===== config.mk =====
export PLATFORM = sky130hd
export DESIGN_NAME = wb_master_arbiter
export DESIGN_NICKNAME = d
export VERILOG_FILES = /design/src/rtl/wb_master_arbiter_pkg.sv /design/src/rtl/wb_arb_timeout.sv /design/src/rtl/wb_master_arbiter.sv
export SDC_FILE = /design/constraint.sdc
export NUM_CORES = 1
export LEC_CHECK = 0
export CAP_MARGIN = 20
export CORE_AREA = 3 3 101 103
export CTS_CLUSTER_SIZE = 25
export DETAILED_ROUTE_END_ITERATION = 6
export DIE_AREA = 0 0 104 106
export PLACE_DENSITY_LB_ADDON = 0.1
export SLEW_MARGIN = 5
export SYNTH_ARGS = -nofsm -noshare
export SYNTH_HDL_FRONTEND = slang
export SYNTH_SLANG_ARGS = --single-unit

===== constraint.sdc =====
create_clock -name clk -period 2.3 [get_ports clk]
set_input_delay 0.345 -clock clk [delete_from_list [all_inputs] [get_ports clk]]
set_output_delay 0.345 -clock clk [all_outputs]
set_load 0.02 [all_outputs]

===== src/rtl/wb_master_arbiter_pkg.sv =====
// wb_master_arbiter_pkg: state and grant encodings shared by the two-master
// Wishbone arbiter, plus the round-robin pick used on every arbitration edge.
package wb_master_arbiter_pkg;

  typedef enum logic [1:0] {
    ARB_IDLE    = 2'd0,
    ARB_OWN0    = 2'd1,
    ARB_OWN1    = 2'd2,
    ARB_BACKOFF = 2'd3
  } arb_state_e;

  localparam logic [1:0] GNT_NONE = 2'b00;
  localparam logic [1:0] GNT_M0   = 2'b01;
  localparam logic [1:0] GNT_M1   = 2'b10;

  // Round-robin pick among pending CYCs; on a tie the master that did not
  // own the bus last wins (last_owner: 0 = M0, 1 = M1).
  function automatic arb_state_e arb_pick(input logic cyc0, input logic cyc1,
                                          input logic last_owner);
    arb_state_e s;
    s = ARB_IDLE;
    if (cyc0 && cyc1) s = last_owner ? ARB_OWN0 : ARB_OWN1;
    else if (cyc0)    s = ARB_OWN0;
    else if (cyc1)    s = ARB_OWN1;
    return s;
  endfunction

  // One-hot owner view of the state; BACKOFF and IDLE have no owner.
  function automatic logic [1:0] gnt_of(input arb_state_e s);
    logic [1:0] g;
    case (s)
      ARB_OWN0: g = GNT_M0;
      ARB_OWN1: g = GNT_M1;
      default:  g = GNT_NONE;
    endcase
    return g;
  endfunction

endpackage


===== src/rtl/wb_arb_timeout.sv =====
// wb_arb_timeout: counts owner strobe cycles without ACK and flags the cycle
// in which the stall reaches TIMEOUT_CYCLES. Cleared on ACK, on release
// (active low) and after firing.
module wb_arb_timeout #(
  parameter int TIMEOUT_CYCLES = 255,
  parameter int TIMEOUT_WIDTH  = 8
) (
  input  logic clk,
  input  logic rst_n,
  input  logic active,
  input  logic stb,
  input  logic ack,
  output logic tc
);

  logic [TIMEOUT_WIDTH-1:0] cnt;
  logic                     stall;

  assign stall = active & stb & ~ack;
  // Fires during the TIMEOUT_CYCLES-th stalled cycle so the FSM leaves at that edge.
  assign tc    = stall && (cnt == TIMEOUT_WIDTH'(TIMEOUT_CYCLES - 1));

  // Stall counter: restart on ACK, on loss of ownership, or once it has fired.
  always_ff @(posedge clk or negedge rst_n) begin
    if (!rst_n)                  cnt <= '0;
    else if (!active || ack || tc) cnt <= '0;
    else if (stall)              cnt <= cnt + 1'b1;
  end

endmodule


===== src/rtl/wb_master_arbiter.sv =====
// wb_master_arbiter: two-master / one-slave Wishbone classic arbiter.
// M0 = host bridge, M1 = USB engine. Registered round-robin grant held for the
// owner's whole CYC; owner signals are steered to the slave combinationally.
// Optional WB_ARB_TIMEOUT_EN adds a stalled-strobe watchdog with a one-cycle
// BACKOFF and an err pulse to the offending master.
module wb_master_arbiter
  import wb_master_arbiter_pkg::*;
#(
  parameter int ADDRESS_WIDTH  = 14,
  parameter int DATA_WIDTH     = 32,
  parameter int SEL_WIDTH      = 4,
  parameter int TIMEOUT_CYCLES = 255,
  parameter int TIMEOUT_WIDTH  = 8
) (
  input  logic                     clk,
  input  logic                     rst_n,
  input  logic                     m0_cyc,
  input  logic                     m0_stb,
  input  logic                     m0_we,
  input  logic [ADDRESS_WIDTH-1:0] m0_adr,
  input  logic [SEL_WIDTH-1:0]     m0_sel,
  input  logic [DATA_WIDTH-1:0]    m0_dat_mosi,
  output logic                     m0_ack,
  output logic                     m0_err,
  output logic [DATA_WIDTH-1:0]    m0_dat_miso,
  input  logic                     m1_cyc,
  input  logic                     m1_stb,
  input  logic                     m1_we,
  input  logic [ADDRESS_WIDTH-1:0] m1_adr,
  input  logic [SEL_WIDTH-1:0]     m1_sel,
  input  logic [DATA_WIDTH-1:0]    m1_dat_mosi,
  output logic                     m1_ack,
  output logic                     m1_err,
  output logic [DATA_WIDTH-1:0]    m1_dat_miso,
  output logic                     s_cyc,
  output logic                     s_stb,
  output logic                     s_we,
  output logic [ADDRESS_WIDTH-1:0] s_adr,
  output logic [SEL_WIDTH-1:0]     s_sel,
  output logic [DATA_WIDTH-1:0]    s_dat_mosi,
  input  logic                     s_ack,
  input  logic [DATA_WIDTH-1:0]    s_dat_miso,
  output logic [1:0]               gnt
);

  arb_state_e state, state_nxt;
  logic       last_owner, last_owner_nxt;   // 0 = M0, 1 = M1
  logic       tc;

  // State and round-robin history; reset biases the first tie toward M0.
  always_ff @(posedge clk or negedge rst_n) begin
    if (!rst_n) begin
      state      <= ARB_IDLE;
      last_owner <= 1'b1;
    end else begin
      state      <= state_nxt;
      last_owner <= last_owner_nxt;
    end
  end

  // Next state: grant from IDLE/BACKOFF, hand over on release with no bubble,
  // divert a timed-out owner into BACKOFF.
  always_comb begin
    state_nxt      = state;
    last_owner_nxt = last_owner;
    case (state)
      ARB_IDLE:    state_nxt = arb_pick(m0_cyc, m1_cyc, last_owner);
      ARB_OWN0: begin
        if (!m0_cyc) begin
          last_owner_nxt = 1'b0;
          state_nxt      = m1_cyc ? ARB_OWN1 : ARB_IDLE;
        end else if (tc) begin
          last_owner_nxt = 1'b0;
          state_nxt      = ARB_BACKOFF;
        end
      end
      ARB_OWN1: begin
        if (!m1_cyc) begin
          last_owner_nxt = 1'b1;
          state_nxt      = m0_cyc ? ARB_OWN0 : ARB_IDLE;
        end else if (tc) begin
          last_owner_nxt = 1'b1;
          state_nxt      = ARB_BACKOFF;
        end
      end
      // last_owner already names the offender, so it loses any tie here.
      ARB_BACKOFF: state_nxt = arb_pick(m0_cyc, m1_cyc, last_owner);
      default:     state_nxt = ARB_IDLE;
    endcase
  end

  // Owner-to-slave steering and ACK routing; everything idles low without an owner.
  // ACK is also gated by the owner's CYC so a strobe abandoned mid-cycle never sees it.
  always_comb begin
    s_cyc      = 1'b0;
    s_stb      = 1'b0;
    s_we       = 1'b0;
    s_adr      = '0;
    s_sel      = '0;
    s_dat_mosi = '0;
    m0_ack     = 1'b0;
    m1_ack     = 1'b0;
    case (state)
      ARB_OWN0: begin
        s_cyc      = m0_cyc;
        s_stb      = m0_stb & m0_cyc;
        s_we       = m0_we;
        s_adr      = m0_adr;
        s_sel      = m0_sel;
        s_dat_mosi = m0_dat_mosi;
        m0_ack     = s_ack & m0_stb & m0_cyc;
      end
      ARB_OWN1: begin
        s_cyc      = m1_cyc;
        s_stb      = m1_stb & m1_cyc;
        s_we       = m1_we;
        s_adr      = m1_adr;
        s_sel      = m1_sel;
        s_dat_mosi = m1_dat_mosi;
        m1_ack     = s_ack & m1_stb & m1_cyc;
      end
      default: ;
    endcase
  end

  assign m0_dat_miso = s_dat_miso;
  assign m1_dat_miso = s_dat_miso;
  assign gnt         = gnt_of(state);

`ifdef WB_ARB_TIMEOUT_EN
  logic to_active;
  assign to_active = (state == ARB_OWN0 && m0_cyc) || (state == ARB_OWN1 && m1_cyc);

  wb_arb_timeout #(
    .TIMEOUT_CYCLES (TIMEOUT_CYCLES),
    .TIMEOUT_WIDTH  (TIMEOUT_WIDTH)
  ) u_timeout (
    .clk    (clk),
    .rst_n  (rst_n),
    .active (to_active),
    .stb    (s_stb),
    .ack    (s_ack),
    .tc     (tc)
  );

  // err is the BACKOFF cycle itself, steered to whoever caused it.
  assign m0_err = (state == ARB_BACKOFF) && !last_owner;
  assign m1_err = (state == ARB_BACKOFF) &&  last_owner;
`else
  logic [TIMEOUT_WIDTH-1:0] unused_timeout;
  assign unused_timeout = TIMEOUT_WIDTH'(TIMEOUT_CYCLES);
  assign tc     = 1'b0;
  assign m0_err = 1'b0;
  assign m1_err = 1'b0;
`endif

endmodule


==> flow_summary.html <==
<table>
<tr><th>Metric</th><th>Value</th></tr>
<tr><th colspan="2">Timing</th></tr>
<tr><td>Total count of hold-check failures in the final report</td><td>0</td></tr>
<tr><td>Setup-violating endpoint count in the final report</td><td>0</td></tr>
<tr><td>Clock tree skew after final layout</td><td>0.00231 ns</td></tr>
<tr><td>Min Tclk post-route</td><td>2.14 ns</td></tr>
<tr><td>Number of slew-limit violations in the final report</td><td>0</td></tr>
<tr><td>TNS Setup</td><td>0 ns</td></tr>
<tr><td>Final period utilization</td><td>0.931</td></tr>
<tr><td>Setup slack after layout</td><td>0.159 ns</td></tr>
<tr><td>RSZ-0062 raised after global routing</td><td>false</td></tr>
<tr><td>Fmax</td><td>0.467 GHz</td></tr>
<tr><th colspan="2">Global route</th></tr>
<tr><td>Wire length of the first global-routing pass</td><td>10.2 mm</td></tr>
<tr><td>Pin count of the biggest net entering global routing</td><td>32</td></tr>
<tr><td>Number of antenna violations at the first check in global routing</td><td>0</td></tr>
<tr><td>Vias in the first global route</td><td>1834</td></tr>
<tr><td>Total GRT Usage</td><td>0.112</td></tr>
<tr><td>GRT overflow</td><td>0</td></tr>
<tr><th colspan="2">Final layout</th></tr>
<tr><td>Most used cells in the layout excluding fill and tap cells</td><td>sky130_fd_sc_hd__clkdlybuf4s50_1 (111), sky130_fd_sc_hd__nor2_1 (55), sky130_fd_sc_hd__dlygate4sd2_1 (52)</td></tr>
<tr><td>Post-layout net count</td><td>457</td></tr>
<tr><td>Leading cell type in the layout, fill and taps excluded</td><td>sky130_fd_sc_hd__clkdlybuf4s50_1</td></tr>
<tr><td>Number of antenna repair diodes</td><td>0</td></tr>
<tr><td>Share of post-route cells with drive strength above 1</td><td>0.0547</td></tr>
<tr><td>Number of filler instances in the final layout</td><td>1030</td></tr>
<tr><td>Area of all placed cells without fillers</td><td>0.00276 mm^2</td></tr>
<tr><td>Post-layout utilization of the core</td><td>0.298</td></tr>
<tr><td>Layout overhead on the synthesized area</td><td>93.2%</td></tr>
<tr><th colspan="2">Clocking</th></tr>
<tr><td>CTS buffer count</td><td>3</td></tr>
<tr><td>Source-to-sink clock delay at the later pin of the worst-skew pair</td><td>0.21 ns</td></tr>
<tr><td>Post-CTS Resized</td><td>52</td></tr>
<tr><td>Clk slew on worst S/H paths</td><td>0.03 ns</td></tr>
<tr><td>Hold-fix buffers at CTS</td><td>0</td></tr>
<tr><td>Clock sinks</td><td>3</td></tr>
<tr><td>Bufs on Longest Clock Path</td><td>2</td></tr>
<tr><td>Cell at the root of the clock tree</td><td>sky130_fd_sc_hd__clkbuf_8</td></tr>
<tr><td>Maximum level of the CTS H-tree</td><td>1</td></tr>
<tr><td>Buffers inserted during post-CTS setup optimization</td><td>0</td></tr>
<tr><td>Clock tree from TritonCTS</td><td>built</td></tr>
<tr><th colspan="2">Critical path</th></tr>
<tr><td>Maximum net fanout on the critical path</td><td>4</td></tr>
<tr><td>Required time of the critical path</td><td>1.96 ns</td></tr>
<tr><td>Worst Setup Start Kind</td><td>register</td></tr>
<tr><td>Critical setup path kind</td><td>register to output port</td></tr>
<tr><td>Critical Path Sink Type</td><td>output port</td></tr>
<tr><td>Worst path arrival time</td><td>1.80 ns</td></tr>
<tr><th colspan="2">Routing</th></tr>
<tr><td>Remaining DRCs</td><td>0</td></tr>
<tr><td>Drt total wl</td><td>6.89 mm</td></tr>
<tr><td>Antenna-violating nets left</td><td>0</td></tr>
<tr><td>First-pass detailed-route iteration total</td><td>4</td></tr>
<tr><td>Total number of vias</td><td>1800</td></tr>
<tr><td>Routed WL per cell</td><td>15.6 um</td></tr>
<tr><td>Number of DRC markers in iteration 0</td><td>70</td></tr>
<tr><td>DR vias/cell</td><td>4.09</td></tr>
<tr><th colspan="2">Outcome</th></tr>
<tr><td>Result of the run</td><td>finished, final reports clean</td></tr>
<tr><th colspan="2">Flow run</th></tr>
<tr><td>MaxCap Viol Count</td><td>0</td></tr>
<tr><th colspan="2">Power and ir drop</th></tr>
<tr><td>Post-route total power</td><td>2.36 mW</td></tr>
<tr><td>Power per unit of standard cell area</td><td>855 mW/mm^2</td></tr>
<tr><td>Sequential Power Share</td><td>0.041</td></tr>
<tr><td>Switching share of total power</td><td>0.539</td></tr>
<tr><td>Clk pwr share</td><td>0.065</td></tr>
<tr><td>Leakage</td><td>1.24 nW</td></tr>
<tr><td>Net switching power</td><td>1.27 mW</td></tr>
<tr><td>Internal power</td><td>1.09 mW</td></tr>
<tr><td>Combinational cell fraction of total power</td><td>0.894</td></tr>
<tr><td>Peak supply drop</td><td>501 uV</td></tr>
<tr><th colspan="2">Die</th></tr>
<tr><td>Initial Util</td><td>0.154</td></tr>
<tr><td>DIE WIDTH</td><td>104 um</td></tr>
<tr><td>Row Count</td><td>35</td></tr>
<tr><td>Number of ports placed on the die boundary</td><td>264</td></tr>
<tr><td>Die H</td><td>106 um</td></tr>
<tr><td>Die outline area</td><td>0.0110 mm^2</td></tr>
<tr><td>Total core area</td><td>0.00928 mm^2</td></tr>
<tr><th colspan="2">Placed design</th></tr>
<tr><td>I/O Buffers</td><td>165</td></tr>
<tr><td>Worst Setup Slack post-DPL</td><td>0.118 ns</td></tr>
<tr><td>DP Wirelength</td><td>5.53 mm</td></tr>
<tr><td>Global placer's final weighted congestion</td><td>0.715</td></tr>
<tr><td>Dpl cell area</td><td>0.00278 mm^2</td></tr>
<tr><th colspan="2">Synthesis</th></tr>
<tr><td>Register bit count reported by yosys</td><td>3</td></tr>
<tr><td>Syn Area/Cell</td><td>6.56 um^2</td></tr>
<tr><td>Synth warnings</td><td>0</td></tr>
<tr><td>Part of the Yosys area used for sequential elements</td><td>0.0534</td></tr>
<tr><td>Post-synth cell types</td><td>19</td></tr>
<tr><td>Synthesized area</td><td>0.00143 mm^2</td></tr>
<tr><td>Cells after synthesis</td><td>218</td></tr>
<tr><th colspan="2">Hold path</th></tr>
<tr><td>Path category of the worst min-delay check</td><td>input pin to async pin</td></tr>
</table>
==> stage by stage <==
stage	cells	hold WS, ns
6_report	440	0.320
3_3_place_gp	436	0.510
2_1_floorplan	219	0.0494
3_5_place_dp	436	0.510
4_1_cts	440	0.327
5_1_grt	440	0.336
==> routing by layer <==
layer	share of wire	global-route usage	wire [um]
met5	0	0	0
met4	0.036	0.0465	248
met3	0.091	0.0376	625
met2	0.50	0.204	3460
met1	0.37	0.119	2550
==> power groups by stage <==
stage	sequential, mW	clock (mW)	combinational (mW)
final	0.0978	0.153	2.11
after CTS	0.0984	0.155	2.16
after detailed placement	0.0993	0	2.34
after floorplan	0.0927	0	1.40
after global routing	0.101	0.161	2.28
after global placement	0.0977	0	2.35
==> path summary, 6_finish.rpt <==
path	cells past startpoint	slack [ns]	startpoint	to
max	5	0.16	state[1]	m0_ack
min	1	0.32	rst_n	state[1]
max reg2reg	5	0.89	state[0]	state[0]
min reg2reg	2	0.51	last_owner	last_owner
max in group asynchronous	1	1.76	rst_n	last_owner
min in group clk	2	0.51	last_owner	last_owner
==> critical path, stage by stage (launching register included) <==
cell                              delay [ns]
sky130_fd_sc_hd__dfrtp_1                0.40
sky130_fd_sc_hd__inv_1                  0.11
sky130_fd_sc_hd__ha_1                   0.25
sky130_fd_sc_hd__nand3_1                0.11
sky130_fd_sc_hd__nor2_1                 0.10
sky130_fd_sc_hd__clkdlybuf4s50_1        0.61
==> layout make-up <==
cell class	instances	area [um^2]	share of cell area
Clock buffer	4	45.0	0.0163
Sequential cell	3	76.3	0.0276
Inverter	3	11.3	0.00408
Tap cell	129	161	0.0584
Timing Repair Buffer	173	1710	0.619
Multi-Input combinational cell	128	759	0.275
==> state kept, by name, summed over array words and instances, names as in the netlist <==
name / flops
state: 2
last_owner: 1
==> cells in the mapped netlist <==
cell,number,area share
sky130_fd_sc_hd__and4_1,1,0.0061
sky130_fd_sc_hd__clkbuf_1,4,0.010
sky130_fd_sc_hd__nor2_1,55,0.14
sky130_fd_sc_hd__o22ai_1,2,0.0087
sky130_fd_sc_hd__buf_6,1,0.0079
sky130_fd_sc_hd__conb_1,1,0.0026
sky130_fd_sc_hd__a22oi_4,1,0.015
sky130_fd_sc_hd__ha_1,4,0.035
sky130_fd_sc_hd__nand2b_1,2,0.0087
sky130_fd_sc_hd__nand3_1,2,0.0070
sky130_fd_sc_hd__dfstp_2,1,0.018
sky130_fd_sc_hd__inv_1,3,0.0079
sky130_fd_sc_hd__dfrtp_1,2,0.035
sky130_fd_sc_hd__buf_4,67,0.35
sky130_fd_sc_hd__buf_2,13,0.045
sky130_fd_sc_hd__nand2_1,2,0.0053
sky130_fd_sc_hd__a21oi_1,5,0.017
sky130_fd_sc_hd__a22oi_1,51,0.27
sky130_fd_sc_hd__nand3b_1,1,0.0053
==> kinds of logic after synthesis <==
family | share of synthesized area
buffers and inverters | 0.423
and+or+nand+nor | 0.177
AOI/OAI and AO/OA | 0.309
adders and majority gates | 0.0350
DFF | 0.0534
other | 0.00262
No activity file was read; power rests on OpenSTA's default activity.
==> edit (config.mk and constraints unchanged) <==
The 4 states of `arb_state_e` get a one-hot encoding in 4 bits.
--- a/src/rtl/wb_master_arbiter_pkg.sv
+++ b/src/rtl/wb_master_arbiter_pkg.sv
@@ -2,11 +2,11 @@
 // Wishbone arbiter, plus the round-robin pick used on every arbitration edge.
 package wb_master_arbiter_pkg;
 
-  typedef enum logic [1:0] {
-    ARB_IDLE    = 2'd0,
-    ARB_OWN0    = 2'd1,
-    ARB_OWN1    = 2'd2,
-    ARB_BACKOFF = 2'd3
+  typedef enum logic [3:0] {
+    ARB_IDLE    = 4'b0001,
+    ARB_OWN0    = 4'b0010,
+    ARB_OWN1    = 4'b0100,
+    ARB_BACKOFF = 4'b1000
   } arb_state_e;
 
   localparam logic [1:0] GNT_NONE = 2'b00;
Check against the original RTL: same outputs for any inputs over 10 cycles, from zero or initial values and one cycle with rst_n low; not proved beyond that.
==> edit against the original RTL <==
  * Worst setup slack got worse by 0.015 ns
  * Largest cell class unchanged
  * Cell count decreased by 13%
  * Clock skew barely moved
  * Count of clock-buffer cells in the layout unchanged
  * Final area shrank 4.4%
  * Sequential cell count grew 1
  * Area after synthesis is 8.1% lower
  * Worst hold slack improved by 0.021 ns
  * Wire length decreased by 7.1%
  * Power is 22% lower
==> edit: results (changes against the original RTL) <==
| Metric | Value |
|---|---|
| Setup Skew | `0.00237 ns (was 0.00231 ns)` |
| Met1 Resource Use GR | `10.9% (was 11.9%)` |
| Final HPWL DP | `5390 µm (was 5530 µm)` |
| Top-area cell type share of the netlist area | `42.3% (was 35.2%)` |
| GR Util All Layers | `11.0% (was 11.2%)` |
| Share of layout cells above drive strength 1 | `7.81% (was 5.47%)` |
| Avg WL per Cell | `16.6 µm (was 15.6 µm)` |
| Status | `completed (unchanged)` |
| First-pass GRT wire length | `9690 µm (was 10200 µm)` |
| Global routing usage on met3 | `3.83% (was 3.76%)` |
| CP Max Fanout | `29 (was 4)` |
| Layout area overhead | `101% (was 93.2%)` |
| Register area share after synthesis | `7.81% (was 5.34%)` |
| DRT iter0 DRCs | `41 (was 70)` |
| Largest net degree at the start of global routing | `30 (was 32)` |
| Area after DPL | `0.00264 mm² (was 0.00278 mm²)` |
| GPL Wtd Cong | `0.737 (was 0.715)` |
| Vias in the first global route | `1616 (was 1834)` |
| Synth cell types | `20 (was 19)` |
| Top_reg_cell synth | `dfstp_2 (was dfrtp_1)` |
| Most frequent cells after synthesis | `74 x buf_4, 52 x a22o_1, 3 x buf_6, 3 x inv_1 (was 67 x buf_4, 55 x nor2_1, 51 x a22oi_1)` |
| Net count, final | `398 (was 457)` |
| Dpl ws | `0.0880 ns (was 0.118 ns)` |
| Via Count | `1516 (was 1800)` |
| Max VDD drop | `0.289 mV (was 0.501 mV)` |
[edit: cell types whose count changed after synthesis, moves of 5 or more]
cell	before	now
nor2_1	55	2
a22o_1	0	52
a22oi_1	51	0
buf_2	13	0
buf_4	67	74
a21oi_1	5	0
[edit: metrics by stage]
stage          hold slack (ns)  cells
3_5_place_dp             0.569    379
6_report                 0.341    385
5_1_grt                  0.355    385
3_3_place_gp             0.571    379
2_1_floorplan           0.0494    156
4_1_cts                  0.338    385
[edit: cell families (layout without fill, tap and decap cells)]
group	count (synthesis)	in the layout	share of synthesized area (%)
buffers and inverters	81	181	47.2
AO/OA/AOI/OAI	59	59	39.1
AND/OR/NAND/NOR	9	9	4.86
flip-flops	4	4	7.81
other	1	2	0.285
XOR/XNOR	1	1	0.667
[edit: where the power goes]
part           internal, W  total [W]  switching (W)
combinational     0.000747    0.00149       0.000747
clock             0.000119   0.000157      0.0000389
sequential        0.000123   0.000184      0.0000609
total             0.000989    0.00184       0.000847
[edit: repair_timing]
| action | in CTS | in global routing |
|---|---|---|
| hold buffers | 0 | 0 |
| hold endpoints to repair | 0 | 0 |
| setup buffers | 2 | 0 |
| endpoints found under the setup margin | 54 | 3 |
| gates resized for setup | 54 | 3 |
| gates cloned | 0 | 0 |
[edit: final timing paths]
check / slack (ns) / end / start / depth (start not counted)
max in group asynchronous: 1.71 / state[0] / rst_n / 1
worst max-delay path: 0.14 / gnt[0] / state[2] / 4
worst max register to register: 0.80 / state[2] / state[0] / 5
worst min register to register: 0.57 / last_owner / last_owner / 1
worst min-delay path: 0.34 / state[1] / rst_n / 1
min in group clk: 0.57 / last_owner / last_owner / 1
[edit: final cells by class]
| class | count | area (µm²) |
|---|---|---|
| fillers | 1030 | 6640 |
| repair buffers | 174 | 1710 |
| multi-input cells | 71 | 607 |
| well taps | 129 | 161 |
| flip-flops and latches | 4 | 105 |
| clock buffers | 4 | 45.0 |
| inverters | 3 | 11.3 |
[edit: worst max-delay path: stages, from the launching register on]
cell and delay, ns:
dfrtp_2 0.44, nor3b_4 0.17, buf_4 0.17, buf_12 0.18
clkdlybuf4s50_1 0.63
[edit: routing by layer]
metal	vias up	wire length, µm
li1	706	-
met2	128	3380
met5	-	0
met1	649	2180
met3	33	641
met4	0	202
